`src/rtl/ef_spi_xfer_ctrl_if.sv`:
```
// Host-side handshake bundle for the SPI transfer controller: command, TX and RX
// streams plus transfer status. All three streams move a word on a clock edge
// where valid and ready are both high; valid is never withdrawn for ready.
interface ef_spi_xfer_ctrl_if #(
  parameter int LW = 8
);
  logic          cmd_valid;
  logic          cmd_ready;
  logic [LW-1:0] cmd_len;
  logic          cmd_rx;
  logic          abort;
  logic          tx_valid;
  logic          tx_ready;
  logic [7:0]    tx_data;
  logic          rx_valid;
  logic          rx_ready;
  logic [7:0]    rx_data;
  logic          busy;
  logic          xfer_done;
  logic          aborted;

  modport slave (
    input  cmd_valid, cmd_len, cmd_rx, abort, tx_valid, tx_data, rx_ready,
    output cmd_ready, tx_ready, rx_valid, rx_data, busy, xfer_done, aborted
  );

  modport master (
    output cmd_valid, cmd_len, cmd_rx, abort, tx_valid, tx_data, rx_ready,
    input  cmd_ready, tx_ready, rx_valid, rx_data, busy, xfer_done, aborted
  );
endinterface

```
`src/rtl/ef_spi_xfer_ctrl.sv`:
```
// Sequences one SPI transfer of N bytes: streams TX bytes into the engine FIFO,
// counts byte-done edges, handles abort, and holds slave select off for a guard time.
module ef_spi_xfer_ctrl #(
  parameter int LW    = 8,
  parameter int GUARD = 2
) (
  input  logic              clk,
  input  logic              rst_n,
  ef_spi_xfer_ctrl_if.slave host,
  output logic              spi_wr,
  output logic [7:0]        spi_datai,
  input  logic              spi_tx_full,
  output logic              spi_tx_flush,
  output logic              spi_rd,
  input  logic [7:0]        spi_datao,
  input  logic              spi_rx_empty,
  output logic              spi_rx_en,
  output logic              spi_rx_flush,
  input  logic              spi_done,
  input  logic              spi_busy,
  output logic              spi_ss,
  output logic [2:0]        state_dbg
);
  localparam int CW = LW + 1;
  localparam int GW = (GUARD > 1) ? $clog2(GUARD) : 1;

  typedef enum logic [2:0] {
    S_IDLE  = 3'd0,
    S_SETUP = 3'd1,
    S_RUN   = 3'd2,
    S_DRAIN = 3'd3,
    S_STOP  = 3'd4,
    S_GUARD = 3'd5
  } state_e;

  state_e        state_q, state_d;
  logic [CW-1:0] n_q, p_q, d_q;
  logic [GW-1:0] g_q;
  logic          rx_en_q, done_q;
  logic          in_xfer, abort_hit, done_rise, cmd_fire, last_push, drain_ok, guard_end;

  // Counters are one bit wider than cmd_len so N = 2^LW fits without wrapping.
  assign in_xfer   = (state_q == S_RUN) || (state_q == S_DRAIN);
  assign abort_hit = host.abort && in_xfer;
  assign done_rise = spi_done && !done_q;
  assign cmd_fire  = host.cmd_valid && (state_q == S_IDLE);
  assign last_push = spi_wr && ((p_q + CW'(1)) == n_q);
  assign drain_ok  = (d_q == n_q) && !spi_busy;
  assign guard_end = (g_q == GW'(GUARD - 1));
  assign state_dbg = state_q;

  always_ff @(posedge clk or negedge rst_n) begin
    if (!rst_n) state_q <= S_IDLE;
    else        state_q <= state_d;
  end

  always_comb begin
    state_d = state_q;
    case (state_q)
      S_IDLE:  if (cmd_fire) state_d = S_SETUP;
      S_SETUP: state_d = S_RUN;
      S_RUN: begin
        if (abort_hit)      state_d = S_STOP;
        else if (last_push) state_d = S_DRAIN;
      end
      S_DRAIN: begin
        if (abort_hit)     state_d = S_STOP;
        else if (drain_ok) state_d = S_GUARD;
      end
      S_STOP:  if (!spi_busy) state_d = S_GUARD;
      S_GUARD: if (guard_end) state_d = S_IDLE;
      default: state_d = S_IDLE;
    endcase
  end

  // Abort masks tx_ready so a byte offered in the abort cycle is neither pushed nor counted.
  always_comb begin
    host.cmd_ready = (state_q == S_IDLE);
    spi_ss         = (state_q == S_SETUP) || in_xfer || (state_q == S_STOP);
    host.busy      = spi_ss;
    host.tx_ready  = (state_q == S_RUN) && !spi_tx_full && (p_q < n_q) && !host.abort;
    spi_wr         = host.tx_valid && host.tx_ready;
    spi_datai      = host.tx_data;
    spi_tx_flush   = (state_q == S_SETUP) || abort_hit;
    spi_rx_flush   = (state_q == S_SETUP) && rx_en_q;
    spi_rx_en      = in_xfer && rx_en_q;
    host.xfer_done = (state_q == S_DRAIN) && !host.abort && drain_ok;
    host.aborted   = (state_q == S_STOP) && !spi_busy;
    host.rx_valid  = !spi_rx_empty;
    host.rx_data   = spi_datao;
    spi_rd         = host.rx_valid && host.rx_ready;
  end

  always_ff @(posedge clk or negedge rst_n) begin
    if (!rst_n) begin
      n_q     <= '0;
      p_q     <= '0;
      d_q     <= '0;
      g_q     <= '0;
      rx_en_q <= 1'b0;
      done_q  <= 1'b0;
    end else begin
      done_q <= spi_done;
      if (cmd_fire) begin
        n_q     <= {1'b0, host.cmd_len} + CW'(1);
        rx_en_q <= host.cmd_rx;
      end
      if (state_q == S_SETUP) begin
        p_q <= '0;
        d_q <= '0;
      end else begin
        if (spi_wr)               p_q <= p_q + CW'(1);
        if (in_xfer && done_rise) d_q <= d_q + CW'(1);
      end
      g_q <= (state_q == S_GUARD) ? g_q + GW'(1) : '0;
    end
  end
endmodule
```
`src/flat_wrapper.sv`:
```
// flat-port wrapper written by rule: the top's interface ports become plain ports
module ef_spi_xfer_ctrl_flat 
#(
  parameter int LW    = 8,
  parameter int GUARD = 2
)
  (clk, rst_n, spi_wr, spi_datai, spi_tx_full, spi_tx_flush, spi_rd, spi_datao, spi_rx_empty, spi_rx_en, spi_rx_flush, spi_done, spi_busy, spi_ss, state_dbg, host_cmd_valid, host_cmd_len, host_cmd_rx, host_abort, host_tx_valid, host_tx_data, host_rx_ready, host_cmd_ready, host_tx_ready, host_rx_valid, host_rx_data, host_busy, host_xfer_done, host_aborted);
  ef_spi_xfer_ctrl_if #(.LW(LW)) host_i ();
  input  logic clk;
  input  logic rst_n;
  output logic spi_wr;
  output logic [7:0] spi_datai;
  input  logic spi_tx_full;
  output logic spi_tx_flush;
  output logic spi_rd;
  input  logic [7:0] spi_datao;
  input  logic spi_rx_empty;
  output logic spi_rx_en;
  output logic spi_rx_flush;
  input  logic spi_done;
  input  logic spi_busy;
  output logic spi_ss;
  output logic [2:0] state_dbg;
  input wire logic [$bits(host_i.cmd_valid)-1:0] host_cmd_valid;
  input wire logic [$bits(host_i.cmd_len)-1:0] host_cmd_len;
  input wire logic [$bits(host_i.cmd_rx)-1:0] host_cmd_rx;
  input wire logic [$bits(host_i.abort)-1:0] host_abort;
  input wire logic [$bits(host_i.tx_valid)-1:0] host_tx_valid;
  input wire logic [$bits(host_i.tx_data)-1:0] host_tx_data;
  input wire logic [$bits(host_i.rx_ready)-1:0] host_rx_ready;
  output wire logic [$bits(host_i.cmd_ready)-1:0] host_cmd_ready;
  output wire logic [$bits(host_i.tx_ready)-1:0] host_tx_ready;
  output wire logic [$bits(host_i.rx_valid)-1:0] host_rx_valid;
  output wire logic [$bits(host_i.rx_data)-1:0] host_rx_data;
  output wire logic [$bits(host_i.busy)-1:0] host_busy;
  output wire logic [$bits(host_i.xfer_done)-1:0] host_xfer_done;
  output wire logic [$bits(host_i.aborted)-1:0] host_aborted;
  assign host_i.cmd_valid = host_cmd_valid;
  assign host_i.cmd_len = host_cmd_len;
  assign host_i.cmd_rx = host_cmd_rx;
  assign host_i.abort = host_abort;
  assign host_i.tx_valid = host_tx_valid;
  assign host_i.tx_data = host_tx_data;
  assign host_i.rx_ready = host_rx_ready;
  assign host_cmd_ready = host_i.cmd_ready;
  assign host_tx_ready = host_i.tx_ready;
  assign host_rx_valid = host_i.rx_valid;
  assign host_rx_data = host_i.rx_data;
  assign host_busy = host_i.busy;
  assign host_xfer_done = host_i.xfer_done;
  assign host_aborted = host_i.aborted;
  ef_spi_xfer_ctrl #(.LW(LW), .GUARD(GUARD)) u_core (.clk(clk), .rst_n(rst_n), .host(host_i), .spi_wr(spi_wr), .spi_datai(spi_datai), .spi_tx_full(spi_tx_full), .spi_tx_flush(spi_tx_flush), .spi_rd(spi_rd), .spi_datao(spi_datao), .spi_rx_empty(spi_rx_empty), .spi_rx_en(spi_rx_en), .spi_rx_flush(spi_rx_flush), .spi_done(spi_done), .spi_busy(spi_busy), .spi_ss(spi_ss), .state_dbg(state_dbg));
endmodule
```
`config.mk`:
```
export PLATFORM = sky130hd
export DESIGN_NAME = ef_spi_xfer_ctrl_flat
export DESIGN_NICKNAME = d
export VERILOG_FILES = /design/src/rtl/ef_spi_xfer_ctrl_if.sv /design/src/rtl/ef_spi_xfer_ctrl.sv /design/src/flat_wrapper.sv
export SDC_FILE = /design/constraint.sdc
export NUM_CORES = 1
export LEC_CHECK = 0
export ABC_CLOCK_PERIOD_IN_PS = 6400
export CAP_MARGIN = 40
export CORE_ASPECT_RATIO = 0.7
export CORE_UTILIZATION = 40
export DETAILED_ROUTE_END_ITERATION = 10
export GPL_ROUTABILITY_DRIVEN = 0
export PLACE_DENSITY = 0.75
export RECOVER_POWER = 100
export SLEW_MARGIN = 25
export SYNTH_ARGS = -nofsm -noshare
export SYNTH_HDL_FRONTEND = slang
export SYNTH_SLANG_ARGS = --single-unit
export TNS_END_PERCENT = 30
```
`constraint.sdc`:
```
create_clock -name clk -period 6.4 [get_ports clk]
set_input_delay 1.28 -clock clk [delete_from_list [all_inputs] [get_ports clk]]
set_output_delay 1.28 -clock clk [all_outputs]
set_load 0.03 [all_outputs]
```
==> flow_summary.toml <==
[synth]
yosysWarnings = 0
synthArstFlopShare = 1.00
synth-main-ff-cell = "dfrtp_1"
synthTopCellsByArea = "dfrtp_1, xor2_1, ha_1, buf_4, xnor2_1"
synthesis.area_um2 = 2380
synth.avg_cell_area_um2 = 8.53
synth_cells = 279
ys_ff_latch = 33
synth_nets = 326
synth_top_area_share = 0.347
synth_cell_types = 43
synth_most_common_cell = "dfrtp_1"
synth-edff-count = 0
seq_area_frac_synth = 0.347
synth_common_cells = "dfrtp_1, nor2_1, nand2_1"
yosys.area.top_type = "dfrtp_1"

[global_routing]
antenna_found_initial = 0
grt_max_degree = 34
grt_pass1_wl_mm = 8.94
grt-ovfl-total = 0
grt_usage = 0.189
grt_pass1_vias = 1871

[floorplan]
rows = 23
dieArea_um2 = 6270
io_pins = 66
dieHeight_um = 66.5
initial_core_util = 0.416
coreArea_um2 = 5730
fp.dieW_um = 94.2

[final_layout]
drive_gt1_frac = 0.0539
syn_to_final_growth_pct = 15.3
fillCellCount = 564
stdcell_count = 372
multi_input_area_um2 = 1310
nNetsFinal = 343
seq_area_um2 = 826
diodes = 0

[clocking]
path_clk_slew_ns = 0.06
cts_made_buffers = 5
cts_tree = "done"
post_cts_buffers = 0
htree_levels = 2
cts_root_buffer = "clkbuf_8"
clockBufferDepth = 2
clkSinkCount = 33
ctsResizeCount = 0
clkLatencyLatePin_ns = 0.28
hold_buffers = 0

[critical_path]
reg2reg_depth = 6
rrSetupSlack_ns = 4.02
crit_arrival_ns = 3.56
critical_path.startpoint = "host_abort"
cp_top_family = "buffers and inverters"
worstPathRequired_ns = 5.12
start_kind = "primary input"
path_buf_inv = 2
max_stage_delay_ns = 0.73
end_kind = "output port"
worst-setup-path-type = "in -> out"
worstPathMaxFanout = 11
r2r-start = "u_core.n_q[8]"
crit_slowest_cell = "dlygate4sd3_1"
path_cells = "dlygate4sd3_1 > nor3_1 > and2_0 > and2_1 > dlygate4sd3_1"
rr_endpoint = "u_core.state_dbg[0]"
cp_common_cell = "dlygate4sd3_1"

[worst_hold_path]
hold-path-cell-count = 1
min_to = "u_core.g_q"
hold_start = "u_core.g_q"
hold_path_class = "reg -> reg"

[placement]
preCtsSetupSlack_ns = 1.92
hpwl_mm = 4.20
io_buffers = 33
dp_cells = 363

[sta]
rsz0062_at_grt = "no"
skew_ns = 0.00735
fin_crit_sh = 0.756
hold_viol = 0
setup-violations-final = 0
clock.fmax_ghz = 0.207
timing.final.ws_setup_ns = 1.56
tightest_slew_ns = 1.78
whs_ns = 0.431
slew_headroom = -0.187
final_max_slew_viol_count = 34
tns_ns = 0
min_period_ns = 4.84

[drt]
wire_per_inst_um = 14.7
drc = 0
routed_wl_mm = 5.46
ant_nets = 0
vias_per_cell = 5.39
first_pass_iters = 4
dr_total_vias = 2006
drtIter0Drc = 249

[pwr]
power.leakage_nw = 1.22
vdd_drop_max_mv = 0.124
power.density_nw_per_um2 = 324

[run_status]
violations = "capacitance limit, slew limit"
status = "finished with violations"

[run]
maxCapViolations = 1
==> cell usage in the layout, fill, tap and decap left out, types with 3 or more instances in the layout <==
cell,n
dfrtp_1,33
nor2_1,25
nand2_1,23
dlygate4sd3_1,22
inv_1,21
o21ai_0,20
xor2_1,19
xnor2_1,14
ha_1,12
clkdlybuf4s50_1,11
a21oi_1,9
nand3_1,7
nand4_1,7
o2111ai_1,7
nor3_1,6
nor2b_1,5
clkbuf_8,5
and2_1,4
nor4_1,4
nor3b_1,3
or3_1,3
and3_1,3
==> metrics by stage <==
stage / util / cell area [um2] / power (W)
global route: 0.479 / 2740 / 0.000957
finish: 0.479 / 2740 / 0.000890
global placement: 0.463 / 2650 / 0.000743
detailed placement: 0.463 / 2650 / 0.000749
CTS: 0.478 / 2740 / 0.000907
floorplan: - / 2380 / 0.000623
==> logic make-up after synthesis <==
kind of cell,synth area share
and+or+nand+nor,0.218
DFF,0.347
AOI/OAI and AO/OA,0.138
buffers and inverters,0.104
muxes,0.00841
adders and majority gates,0.0631
xor gates and xnor gates,0.121
==> metal layers <==
| layer | global-route usage | routed length, um | up-vias |
|---|---|---|---|
| met1 | 0.271 | 2740 | 929 |
| met2 | 0.283 | 2220 | 86 |
| met4 | 0.0308 | 31 | 0 |
| li1 | - | - | 986 |
| met3 | 0.0582 | 473 | 5 |
| met5 | 0 | 0 | - |
==> area by class of cell <==
cell class	instances	share of cell area
clock buffers	5	0.0251
flip-flops and latches	33	0.301
multi-input cells	198	0.476
well taps	75	0.0342
repair buffers	36	0.127
inverters	22	0.0301
clock inverters	3	0.00638
==> report_power, final <==
group          switching (W)  internal (W)
Sequential         0.0000750      0.000253
Clock              0.0000782     0.0000750
Combinational       0.000241      0.000168
Total               0.000394      0.000496
==> how the worst max path moves through the flow <==
stage	cells past startpoint	slack, ns	endpoint
finish	5	1.56	host_tx_ready
global route	5	1.45	host_tx_ready
CTS	5	1.91	host_tx_ready
detailed placement	5	1.92	host_tx_ready
global placement	5	1.93	host_tx_ready
floorplan	1	2.80	host_aborted
==> state kept, by name (all words and copies together) (netlist names) <==
signal,count
u_core.d_q,9
u_core.n_q,9
u_core.p_q,9
u_core.state_dbg,3
u_core.done_q,1
u_core.g_q,1
u_core.rx_en_q,1
==> worst reg2reg max path: cells and delay by family (launching register included) <==
| family | cells | cell delay (ns) |
|---|---|---|
| buffers and inverters | 1 | 0.10 |
| flip-flops | 1 | 0.40 |
| AND/OR/NAND/NOR | 2 | 0.73 |
| AO/OA/AOI/OAI | 2 | 0.71 |
| adder cells (fa/ha/maj) | 1 | 0.32 |
Note: power is estimated with default switching activity, not from simulation.
